===== config.mk =====
export PLATFORM = sky130hd
export DESIGN_NAME = spi_aes_master
export DESIGN_NICKNAME = d
export VERILOG_FILES = /design/src/rtl/spi_aes_pkg.sv /design/src/rtl/spi_aes_shifter.sv /design/src/rtl/spi_aes_master.sv
export SDC_FILE = /design/constraint.sdc
export NUM_CORES = 1
export LEC_CHECK = 0
export ABC_AREA = 1
export CORE_ASPECT_RATIO = 1.75
export CORE_MARGIN = 4
export CORE_UTILIZATION = 40
export CTS_BUF_LIST = sky130_fd_sc_hd__clkbuf_8
export CTS_CLUSTER_SIZE = 28
export DETAILED_ROUTE_END_ITERATION = 10
export GPL_TIMING_DRIVEN = 0
export PLACE_DENSITY = 0.68
export SLEW_MARGIN = 0
export SYNTH_ARGS = -nofsm -noshare
export SYNTH_HDL_FRONTEND = slang
export SYNTH_SLANG_ARGS = --single-unit

===== constraint.sdc =====
create_clock -name clk -period 3.7 [get_ports clk]
set_clock_uncertainty 0.05 [all_clocks]
set_input_delay 0.74 -clock clk [delete_from_list [all_inputs] [get_ports clk]]
set_output_delay 0.74 -clock clk [all_outputs]
set_load 0.01 [all_outputs]

===== src/rtl/spi_aes_pkg.sv =====
`default_nettype none
// ============================================================================
// Module   : spi_aes_pkg
// Purpose  : Shared types and constants for the SPI-side AES slave sequencer.
// Revision : 1.0  initial release
// ============================================================================
package spi_aes_pkg;

  typedef enum logic [2:0] {
    ST_IDLE = 3'd0,
    ST_PREP = 3'd1,
    ST_MSG  = 3'd2,
    ST_GAP  = 3'd3,
    ST_KEY  = 3'd4,
    ST_READ = 3'd5,
    ST_DONE = 3'd6
  } state_e;

  localparam logic [1:0] SZ128  = 2'b00;
  localparam logic [1:0] SZ192  = 2'b01;
  localparam logic [1:0] SZ256  = 2'b10;
  localparam logic [1:0] SZ_BAD = 2'b11;

  // One dummy bit precedes the 128 message bits; read-back discards its first sample
  localparam int unsigned MSG_PHASE_LEN  = 129;
  localparam int unsigned READ_PHASE_LEN = 129;

  localparam logic MODE_LOAD = 1'b0;
  localparam logic MODE_READ = 1'b1;

  // Key length in bits (Nk*32) for a legal size code
  function automatic logic [8:0] nk_bits(input logic [1:0] size);
    case (size)
      SZ128:   nk_bits = 9'd128;
      SZ192:   nk_bits = 9'd192;
      SZ256:   nk_bits = 9'd256;
      default: nk_bits = 9'd128;
    endcase
  endfunction

endpackage
`default_nettype wire


===== src/rtl/spi_aes_shifter.sv =====
`default_nettype none
// ============================================================================
// Module   : spi_aes_shifter
// Purpose  : Phase bit counter, msg/key serializer onto simo and somi
//            deserializer into the result register.
// Revision : 1.0  initial release
// ============================================================================
module spi_aes_shifter
  import spi_aes_pkg::*;
#(
  parameter int MSG_W = 128,
  parameter int KEY_W = 256,
  parameter int CNT_W = 9
) (
  input  logic             clk,
  input  logic             reset,
  input  logic             load,
  input  state_e           state_q,
  input  state_e           state_d,
  input  logic [CNT_W-1:0] phase_last,
  input  logic [MSG_W-1:0] msg_in,
  input  logic [KEY_W-1:0] key_in,
  input  logic             somi,
  output logic [CNT_W-1:0] cnt,
  output logic             simo,
  output logic [MSG_W-1:0] result
);

  logic [CNT_W-1:0] cnt_q, cnt_d;
  logic [MSG_W-1:0] msg_q, msg_d, result_q, result_d, msg_sh, bit_mask;
  logic [KEY_W-1:0] key_q, key_d, key_sh;
  logic             simo_q, simo_d;

  // Counter restarts on every state change and holds at the last bit of a phase
  always_comb begin
    cnt_d = cnt_q + CNT_W'(1);
    if (state_d != state_q) begin
      cnt_d = '0;
    end else if (cnt_q == phase_last) begin
      cnt_d = cnt_q;
    end
  end

  // Latch the job data and pick the next simo bit for the upcoming cycle
  always_comb begin
    msg_d  = load ? msg_in : msg_q;
    key_d  = load ? key_in : key_q;
    msg_sh = msg_q >> (cnt_d - CNT_W'(1));
    key_sh = key_q >> cnt_d;
    simo_d = 1'b0;
    case (state_d)
      ST_MSG:  simo_d = (cnt_d != '0) ? msg_sh[0] : 1'b0;
      ST_KEY:  simo_d = key_sh[0];
      default: simo_d = 1'b0;
    endcase
  end

  // Read-back sample k (k>=1) lands in result bit k-1; sample 0 is dropped
  always_comb begin
    bit_mask = MSG_W'(1) << (cnt_q - CNT_W'(1));
    result_d = result_q;
    if (load) begin
      result_d = '0;
    end else if ((state_q == ST_READ) && (cnt_q != '0)) begin
      result_d = somi ? (result_q | bit_mask) : (result_q & ~bit_mask);
    end
  end

  // Datapath registers
  always_ff @(posedge clk or negedge reset) begin
    if (!reset) begin
      cnt_q    <= '0;
      msg_q    <= '0;
      key_q    <= '0;
      result_q <= '0;
      simo_q   <= 1'b0;
    end else begin
      cnt_q    <= cnt_d;
      msg_q    <= msg_d;
      key_q    <= key_d;
      result_q <= result_d;
      simo_q   <= simo_d;
    end
  end

  assign cnt    = cnt_q;
  assign simo   = simo_q;
  assign result = result_q;

endmodule
`default_nettype wire


===== src/rtl/spi_aes_master.sv =====
`default_nettype none
// ============================================================================
// Module   : spi_aes_master
// Purpose  : Host-side job sequencer for the serial AES slave: loads message
//            and key over SPI, switches to read-back, returns the result.
// Revision : 1.0  initial release
// ============================================================================
module spi_aes_master
  import spi_aes_pkg::*;
#(
  parameter int MSG_W = 128,
  parameter int KEY_W = 256,
  parameter int CNT_W = 9
) (
  input  logic             clk,
  input  logic             reset,
  input  logic             start,
  input  logic [1:0]       size_in,
  input  logic [MSG_W-1:0] msg_in,
  input  logic [KEY_W-1:0] key_in,
  output logic             busy,
  output logic             done,
  output logic             err,
  output logic [MSG_W-1:0] result,
  output logic             slv_rst,
  output logic             css,
  output logic             simo,
  output logic             mode,
  output logic [1:0]       size,
  input  logic             somi
);

  state_e           state_q, state_d;
  logic [CNT_W-1:0] cnt_q, phase_last;
  logic             accept, phase_end;
  logic             busy_q, busy_d, done_q, done_d, err_q, err_d;
  logic             slv_rst_q, slv_rst_d, css_q, css_d, mode_q, mode_d;
  logic [1:0]       size_q, size_d;

  assign accept    = (state_q == ST_IDLE) && start && (size_in != SZ_BAD);
  assign phase_end = (cnt_q == phase_last);

  // Last counter value of the current phase
  always_comb begin
    phase_last = '0;
    case (state_q)
      ST_MSG:  phase_last = CNT_W'(MSG_PHASE_LEN - 1);
      ST_KEY:  phase_last = CNT_W'(nk_bits(size_q) - 9'd1);
      ST_READ: phase_last = CNT_W'(READ_PHASE_LEN - 1);
      default: phase_last = '0;
    endcase
  end

  // Next state, then registered pin values derived from the state being entered
  always_comb begin
    state_d = state_q;
    case (state_q)
      ST_IDLE: if (accept) state_d = ST_PREP;
      ST_PREP: state_d = ST_MSG;
      ST_MSG:  if (phase_end) state_d = ST_GAP;
      ST_GAP:  state_d = ST_KEY;
      ST_KEY:  if (phase_end) state_d = ST_READ;
      ST_READ: if (phase_end) state_d = ST_DONE;
      ST_DONE: state_d = ST_IDLE;
      default: state_d = ST_IDLE;
    endcase
    css_d     = (state_d == ST_IDLE) || (state_d == ST_PREP) || (state_d == ST_DONE);
    slv_rst_d = (state_d == ST_PREP);
    mode_d    = (state_d == ST_READ) ? MODE_READ : MODE_LOAD;
    done_d    = (state_d == ST_DONE);
    busy_d    = (state_d != ST_IDLE) && (state_d != ST_DONE);
    err_d     = (state_q == ST_IDLE) && start && (size_in == SZ_BAD);
    size_d    = accept ? size_in : size_q;
  end

  // Control state and pin registers
  always_ff @(posedge clk or negedge reset) begin
    if (!reset) begin
      state_q   <= ST_IDLE;
      css_q     <= 1'b1;
      slv_rst_q <= 1'b0;
      mode_q    <= MODE_LOAD;
      done_q    <= 1'b0;
      busy_q    <= 1'b0;
      err_q     <= 1'b0;
      size_q    <= SZ128;
    end else begin
      state_q   <= state_d;
      css_q     <= css_d;
      slv_rst_q <= slv_rst_d;
      mode_q    <= mode_d;
      done_q    <= done_d;
      busy_q    <= busy_d;
      err_q     <= err_d;
      size_q    <= size_d;
    end
  end

  spi_aes_shifter #(
    .MSG_W(MSG_W),
    .KEY_W(KEY_W),
    .CNT_W(CNT_W)
  ) u_shifter (
    .clk       (clk),
    .reset     (reset),
    .load      (accept),
    .state_q   (state_q),
    .state_d   (state_d),
    .phase_last(phase_last),
    .msg_in    (msg_in),
    .key_in    (key_in),
    .somi      (somi),
    .cnt       (cnt_q),
    .simo      (simo),
    .result    (result)
  );

  assign busy    = busy_q;
  assign done    = done_q;
  assign err     = err_q;
  assign slv_rst = slv_rst_q;
  assign css     = css_q;
  assign mode    = mode_q;
  assign size    = size_q;

endmodule
`default_nettype wire


== Word level (Yosys, flattened, before mapping) ==
Index checks and enable logic that the tools add are counted.

* Flip-flop bits (word level): 533
* Bits of input ports: 390
* Output and inout port bits: 137
* Word-level logic and storage cells: 70

* Add/sub/neg operators: 4
* Eq/ne operators: 17
* Shift operators: 3
* Muxes and demuxes: 16
* Bitwise gates (word level): 3
* Reductions and logical operators: 14

{| class="wikitable"
|+ Operator list
! cell !! number
|-
| 2-to-1 mux 128 bit || 3
|-
| right shift 256 x 9 -> 1 bit || 1
|-
| AND 128 bit || 1
|-
| NOT 128 bit || 1
|-
| OR 128 bit || 1
|-
| << shifter 1 x 9 -> 128 bit, first input constant || 1
|-
| right shift 128 x 9 -> 1 bit || 1
|-
| case mux 9 bit (2 select lines) || 2
|-
| 2-to-1 mux 9 bit || 3
|-
| subtractor 9 x 1 -> 9 bit, second input constant || 3
|-
| case mux 3 bit (6 select lines) || 1
|-
| nonzero test 9 bit || 2
|-
| equality test 3 bit, second input constant || 5
|-
| 2-to-1 mux 3 bit || 4
|-
| adder 9 x 1 -> 9 bit, second input constant || 1
|-
| equality test 3 x 2 -> 1 bit, second input constant || 3
|-
| equality test 9 bit || 1
|-
| equality test 3 x 1 -> 1 bit, second input constant || 2
|-
| zero test 3 bit || 2
|-
| logical AND 1 bit || 5
|-
| equality test 2 bit, second input constant || 2
|-
| inequality test 3 bit || 1
|-
| inequality test 3 bit, second input constant || 1
|-
| nonzero test 3 bit || 1
|-
| other kinds (7) || 9
|}

== Longest topological paths before layout ==
Gate-level depths: netlist of the first run.

* Depth after elaboration: 14
* Mapped depth: 30
* Mapped depth without buffers: 28

== Hierarchy ==
A second synthesis of the first run with hierarchy kept.

* Cells, all modules: 3664
* Area total of the unflattened synthesis: 26992.1 sq um

{| class="wikitable"
|+ By module, submodules not included
! module !! instances !! cells each !! area an instance (sq um) !! sequential area each (sq um)
|-
| spi_aes_shifter || 1 || 3575 || 26326.5 || 13062.5
|-
| spi_aes_master || 1 || 89 || 665.6 || 276.5
|}

== Worst setup path after synthesis of the first run ==
OpenSTA, ideal clock, no wires.

* Kind: in2reg
* From: input port start
* To: register u_shifter.simo_q, in the netlist u_shifter.simo
* Library setup time: 117 ps
* Data arrival time: 3542 ps
* Required time: 3533 ps
* Slack: -9 ps
* Stages: 24
* Buffers on the path: 4
* Cell sequence: nand3_1 nor2_1 nor2_1 inv_2 a21oi_2 nand2_2 nand2_8 nand2_8 inv_2 nand2_2 buf_4 buf_6 ha_1 clkbuf_1 buf_1 nor2_1 o21ai_0 o211ai_1 nand3_1 nand3_1 nand3_1 nand3_1 nand3_1 nand2_1

* Cells in the longest elaborated chain, start to end: 10
* Elaborated cells between the ends (all ways): 14
* Those cells by class: add/sub (1); eq/ne (3); shift (2); mux (5); reduce/logical (3)

{| class="wikitable"
|+ Ends and longest elaborated chain
! item !! line !! RTL
|-
| start: declaration || spi_aes_master.sv:17 || <nowiki>input logic start,</nowiki>
|-
| logical AND 1 bit * (2 in series) || spi_aes_master.sv:40 || <nowiki>assign accept = (state_q == ST_IDLE) && start && (size_in != SZ_BAD);</nowiki>
|-
| 2-to-1 mux 3 bit * || spi_aes_master.sv:58 || <nowiki>ST_IDLE: if (accept) state_d = ST_PREP;</nowiki>
|-
| case mux 3 bit (6 select lines) * || spi_aes_master.sv:57 || <nowiki>case (state_q)</nowiki>
|-
| net state_d[0] || spi_aes_master.sv:33 || <nowiki>state_e state_q, state_d;</nowiki>
|-
| inequality test 3 bit || spi_aes_shifter.sv:37 || <nowiki>if (state_d != state_q) begin</nowiki>
|-
| 2-to-1 mux 9 bit || spi_aes_shifter.sv:37 ||
|-
| subtractor 9 x 1 -> 9 bit || spi_aes_shifter.sv:48 || <nowiki>msg_sh = msg_q >> (cnt_d - CNT_W'(1));</nowiki>
|-
| right shift 128 x 9 -> 1 bit || spi_aes_shifter.sv:48 ||
|-
| 2-to-1 mux 1 bit || spi_aes_shifter.sv:52 || <nowiki>ST_MSG: simo_d = (cnt_d != '0) ? msg_sh[0] : 1'b0;</nowiki>
|-
| case mux 1 bit (2 select lines) * || spi_aes_shifter.sv:51 || <nowiki>case (state_d)</nowiki>
|-
| net u_shifter.simo_d || spi_aes_shifter.sv:32 || <nowiki>logic simo_q, simo_d;</nowiki>
|-
| end signal: assignment || spi_aes_shifter.sv:82 || <nowiki>simo_q <= simo_d;</nowiki>
|-
| end: declaration || spi_aes_shifter.sv:32 ||
|}

Mark *: on every way through the listed nets, which the timed path passes. The rest lies on a longest branch.
A chain may end at the register's enable or synchronous reset.

== Worst setup path in the final report of the first run ==
* From: register size_q[1], in the netlist size[1]
* To: register u_shifter.simo_q, in the netlist u_shifter.simo

* Cells in the longest elaborated chain, start to end: 14
* Elaborated cells between the ends (all ways): 22
* Those cells by class: add/sub (2); eq/ne (6); shift (2); mux (11); reduce/logical (1)

{| class="wikitable"
|+ Ends and longest elaborated chain
! item !! line !! RTL
|-
| start: declaration || spi_aes_master.sv:38 || <nowiki>logic [1:0] size_q, size_d;</nowiki>
|-
| start signal: assignment || spi_aes_master.sv:95 || <nowiki>size_q <= size_d;</nowiki>
|-
| equality test 2 bit or equality test 2 x 1 -> 1 bit (tied branches) || spi_aes_pkg.sv:33 || <nowiki>case (size)</nowiki>
|-
| case mux 9 bit (2 select lines) * || spi_aes_pkg.sv:33 ||
|-
| 2-to-1 mux 9 bit * || spi_aes_master.sv:46 || <nowiki>case (state_q)</nowiki>
|-
| subtractor 9 x 1 -> 9 bit * || spi_aes_master.sv:48 || <nowiki>ST_KEY: phase_last = CNT_W'(nk_bits(size_q) - 9'd1);</nowiki>
|-
| case mux 9 bit (2 select lines) * || spi_aes_master.sv:46 ||
|-
| equality test 9 bit * || spi_aes_master.sv:41 || <nowiki>assign phase_end = (cnt_q == phase_last);</nowiki>
|-
| 2-to-1 mux 3 bit, on equally long branches || spi_aes_master.sv:63, spi_aes_master.sv:60, spi_aes_master.sv:62 ||
|-
| case mux 3 bit (6 select lines) * || spi_aes_master.sv:57 ||
|-
| net state_d[0] || spi_aes_master.sv:33 ||
|-
| inequality test 3 bit || spi_aes_shifter.sv:37 ||
|-
| 2-to-1 mux 9 bit || spi_aes_shifter.sv:37 ||
|-
| subtractor 9 x 1 -> 9 bit || spi_aes_shifter.sv:48 ||
|-
| right shift 128 x 9 -> 1 bit || spi_aes_shifter.sv:48 ||
|-
| 2-to-1 mux 1 bit || spi_aes_shifter.sv:52 ||
|-
| case mux 1 bit (2 select lines) * || spi_aes_shifter.sv:51 ||
|-
| net u_shifter.simo_d || spi_aes_shifter.sv:32 ||
|}

Mark *: on every way through the listed nets, which the timed path passes. The rest lies on a longest branch. The select of a mux whose other input is x is not followed.

==> out/metrics.cfg, run 1 <==
[clocking]
cts_max_level=3
clockBufferDepth=3
cts_sinks=533
cts_tree=done
numCtsBuffers=82
clkTransAtPathRegs_ns=0.07
worst_skew_pair.late_latency_ns=0.72
cts_root_buf=clkbuf_8

[min_path]
hp-class=register to register

[route]
via_count=28472
drt_pass1_iterations=7
ant_nets=0
routedWlPerCell_um=23.77
avgViaCountPerCell=5.399
drc_errors=0
dr.first_iter.drc_count=2161
drt-total-wl_um=125400

[cells_and_area]
final_cells=5274
multiInputGateArea_sq_um=11700
mostFrequentLayoutCell=nand2_1
regArea_sq_um=13340
area_growth_pct=32.55
final_cell_area_sq_um=36020
nFillCells=6734
final_cell_mix=nand2_1, dfrtp_1, clkdlybuf4s50_1, o21ai_0, inv_1
final_util_pct=53.38
drive_above_1_share_pct=7.308
fin_nets=4702

[worst_setup_path]
startpoint=size[1]$_DFFE_PN0P_
crit_type=register to register
r2r-start=size[1]$_DFFE_PN0P_
required_ns=4.30
crit_end=u_shifter.simo$_DFF_PN0_
critPathLaunchType=register
cp_data_arrival_time_ns=4.36
rr_worst_depth=24
crit_path_max_fanout=10
r2r-end=u_shifter.simo$_DFF_PN0_
r2r_slack_ns=-0.06
end_kind=register

[synth]
synth_ff_type=dfrtp_1
yosysSeqAreaShare_pct=49.09
syn_nets=4066
ys_types=36
ys_seq_elements=533
synth_edf_count=0
synthCells=3669
yosys_warnings=0
synth_area_sq_um=27170
synth_area_per_cell_sq_um=7.406
async_flop_share_pct=100.0

[timing]
worstMarginPinSlew_ns=1.079
relSlewSlack_pct=28.04
max_freq_ghz=0.2660
rsz0062_at_grt=true
fin_hold_ws_ns=0.4239
setup_violations=1
slew_violations=0
hold_viol_final=0
period_share_pct=101.6
tns_ns=-0.05942
period_needed_ns=3.759
fin_ws_ns=-0.05942

[place]
place_congestion=0.9847
dpl.hpwl_um=98410
placed_area_sq_um=33690
port_buffers=525
placed_cells=5095
place_ws_ns=-2.678

[floorplan]
die_h_um=352.8
core.rowCount=126
die_x_um=205.0
start_util_pct=40.27
core_area_sq_um=67470
ios=527
die_area_sq_um=72330

[pwr]
vdd_drop_max_mv=0.2303
power_frac_seq_pct=49.4
p_leak_nw=16.80
power_density_nw_per_um2=332.9
p_clk_share_pct=43.9
p_int_mw=9.028
power_mw=11.99
combinationalPowerShare_pct=6.7
netSwitchingFraction_pct=24.70
power_switching_mw=2.961

[run_status]
violations=negative setup slack
status=complete, but fails checks

[global_route]
grt_max_degree=110
grt_pass1_wl_um=180700
grt.total_usage_pct=33.72
grt_pass1_vias=29051
antenna_found_initial=24
grt.overflow.total=0

[run]
cap_violations=0

## what timing repair did
action,CTS,global route
endpoints found under the setup margin,288,21
endpoints found under the hold margin,70,0
hold buffers,1,0
pin swaps,20,31
buffers inserted,20,4
gates resized for setup,75,60
## metal layers
layer | GRT usage [%] | vias to the layer above | wire (um)
li1 | - | 13082 | -
met1 | 33.85 | 13320 | 40800
met2 | 59.24 | 1543 | 62660
met3 | 7.138 | 507 | 9539
met4 | 27.21 | 20 | 12230
met5 | 0 | - | 139
## sequential cells by signal (all words and copies together) (netlist names), 2 cells and up
signal / count
u_shifter.key_q: 256
u_shifter.msg_q: 128
u_shifter.result: 128
u_shifter.cnt: 9
state_q: 3
size: 2
## final cells by class
cell class | instances | share of cell area [%]
antenna | 13 | 0.09032
sequential | 533 | 37.04
tap | 896 | 3.112
clock inverter | 37 | 0.6392
inverter | 324 | 3.397
multi-input combinational | 2563 | 32.49
buffer | 246 | 3.561
timing repair buffer | 555 | 15.58
clock buffer | 107 | 4.089
## synth_stat cells (all sizes together) (36+ instances only)
cell type	number	area [sq um]
a21oi	90	454.2
buf	70	402.9
clkbuf	179	671.9
dfrtp	532	13310
inv	323	1212
nand2	1156	4384
nand3	314	1602
nand4	36	225.2
nor2	295	1127
nor3	72	360.4
o211ai	39	292.8
o21ai	463	2317
o31ai	36	270.3
## cells by family (layout without fill, tap and decap cells)
logic type / count (synthesis) / after routing / synth area share [%]
other: 0 / 13 / 0
AOI/OAI and AO/OA: 629 / 629 / 12.29
adders and majority gates: 7 / 7 / 0.3223
and+or+nand+nor: 1909 / 1909 / 29.16
DFF: 533 / 533 / 49.09
xor gates and xnor gates: 18 / 18 / 0.7045
buffers and inverters: 573 / 1269 / 8.431
## critical path, stage by stage (launching register included)
cell and delay, ns:
dfrtp_2 0.44, ha_4 0.30, nand2_2 0.05, nand2_2 0.06, nand2_1 0.05, nand2_1 0.05, nand2_1 0.06, nor2_2 0.09
nand2_2 0.10, a21oi_2 0.17, nand2_2 0.11, nand2_8 0.14, nand2_8 0.07, buf_4 0.15, nor2_4 0.19, buf_6 0.21
nor2_1 0.08, nand2_2 0.08, xor2_2 0.42, inv_1 0.26, nand3_1 0.19, nand3_1 0.10, nand3_2 0.08, nand3_1 0.07
nand2_1 0.11
## power by group through the flow
stage               logic (mW)  clock network [mW]  registers [mW]
detailed placement       0.813                   0            6.03
floorplan               0.0640                   0            6.03
finish                   0.809                5.26            5.92
global placement         0.791                   0            6.04
CTS                      0.816                5.31            5.92
global route             0.862                5.54            5.92
## how the worst min path moves through the flow
stage                                       endpoint                             start  slack [ns]  cells after the start
floorplan                             busy$_DFF_PN0_                             reset        0.39                      0
global placement    u_shifter.key_q[119]$_DFFE_PN0P_  u_shifter.key_q[119]$_DFFE_PN0P_        0.41                      2
detailed placement   u_shifter.key_q[66]$_DFFE_PN0P_   u_shifter.key_q[66]$_DFFE_PN0P_        0.41                      2
CTS                  u_shifter.key_q[66]$_DFFE_PN0P_   u_shifter.key_q[66]$_DFFE_PN0P_        0.43                      2
global route         u_shifter.msg_q[15]$_DFFE_PN0P_   u_shifter.msg_q[15]$_DFFE_PN0P_        0.44                      2
finish                u_shifter.msg_q[7]$_DFFE_PN0P_    u_shifter.msg_q[7]$_DFFE_PN0P_        0.42                      2
No activity file was read; power rests on OpenSTA's default activity.
==> run 2: changes to the inputs <==
--- a/config.mk
+++ b/config.mk
@@ -6,6 +6,7 @@
 export NUM_CORES = 1
 export LEC_CHECK = 0
 export ABC_AREA = 1
+export CAP_MARGIN = 15
 export CORE_ASPECT_RATIO = 1.75
 export CORE_MARGIN = 4
 export CORE_UTILIZATION = 40
@@ -13,6 +14,7 @@
 export CTS_CLUSTER_SIZE = 28
 export DETAILED_ROUTE_END_ITERATION = 10
 export GPL_TIMING_DRIVEN = 0
+export HOLD_SLACK_MARGIN = 0.15
 export PLACE_DENSITY = 0.68
 export SLEW_MARGIN = 0
 export SYNTH_ARGS = -nofsm -noshare
==> results of run 2 <==
Same layout as run 1: the final DEF is identical, and so are final timing and power.
==> run 3: changes to the inputs <==
--- a/config.mk
+++ b/config.mk
@@ -20,3 +20,4 @@
 export SYNTH_ARGS = -nofsm -noshare
 export SYNTH_HDL_FRONTEND = slang
 export SYNTH_SLANG_ARGS = --single-unit
+export TNS_END_PERCENT = 1
==> constraint.sdc (replaced) <==
create_clock -name clk -period 3.7 [get_ports clk]
set_clock_uncertainty 0.05 [all_clocks]
set_input_delay 0.74 -clock clk [delete_from_list [all_inputs] [get_ports clk]]
set_output_delay 0.74 -clock clk [all_outputs]
set_load 0.005 [all_outputs]
==> results of run 3 <==
Same layout as run 1 (identical final DEF). Status: complete, but fails checks: negative setup slack.
Among the figures that moved: total power 11.99 mW -> 11.97 mW
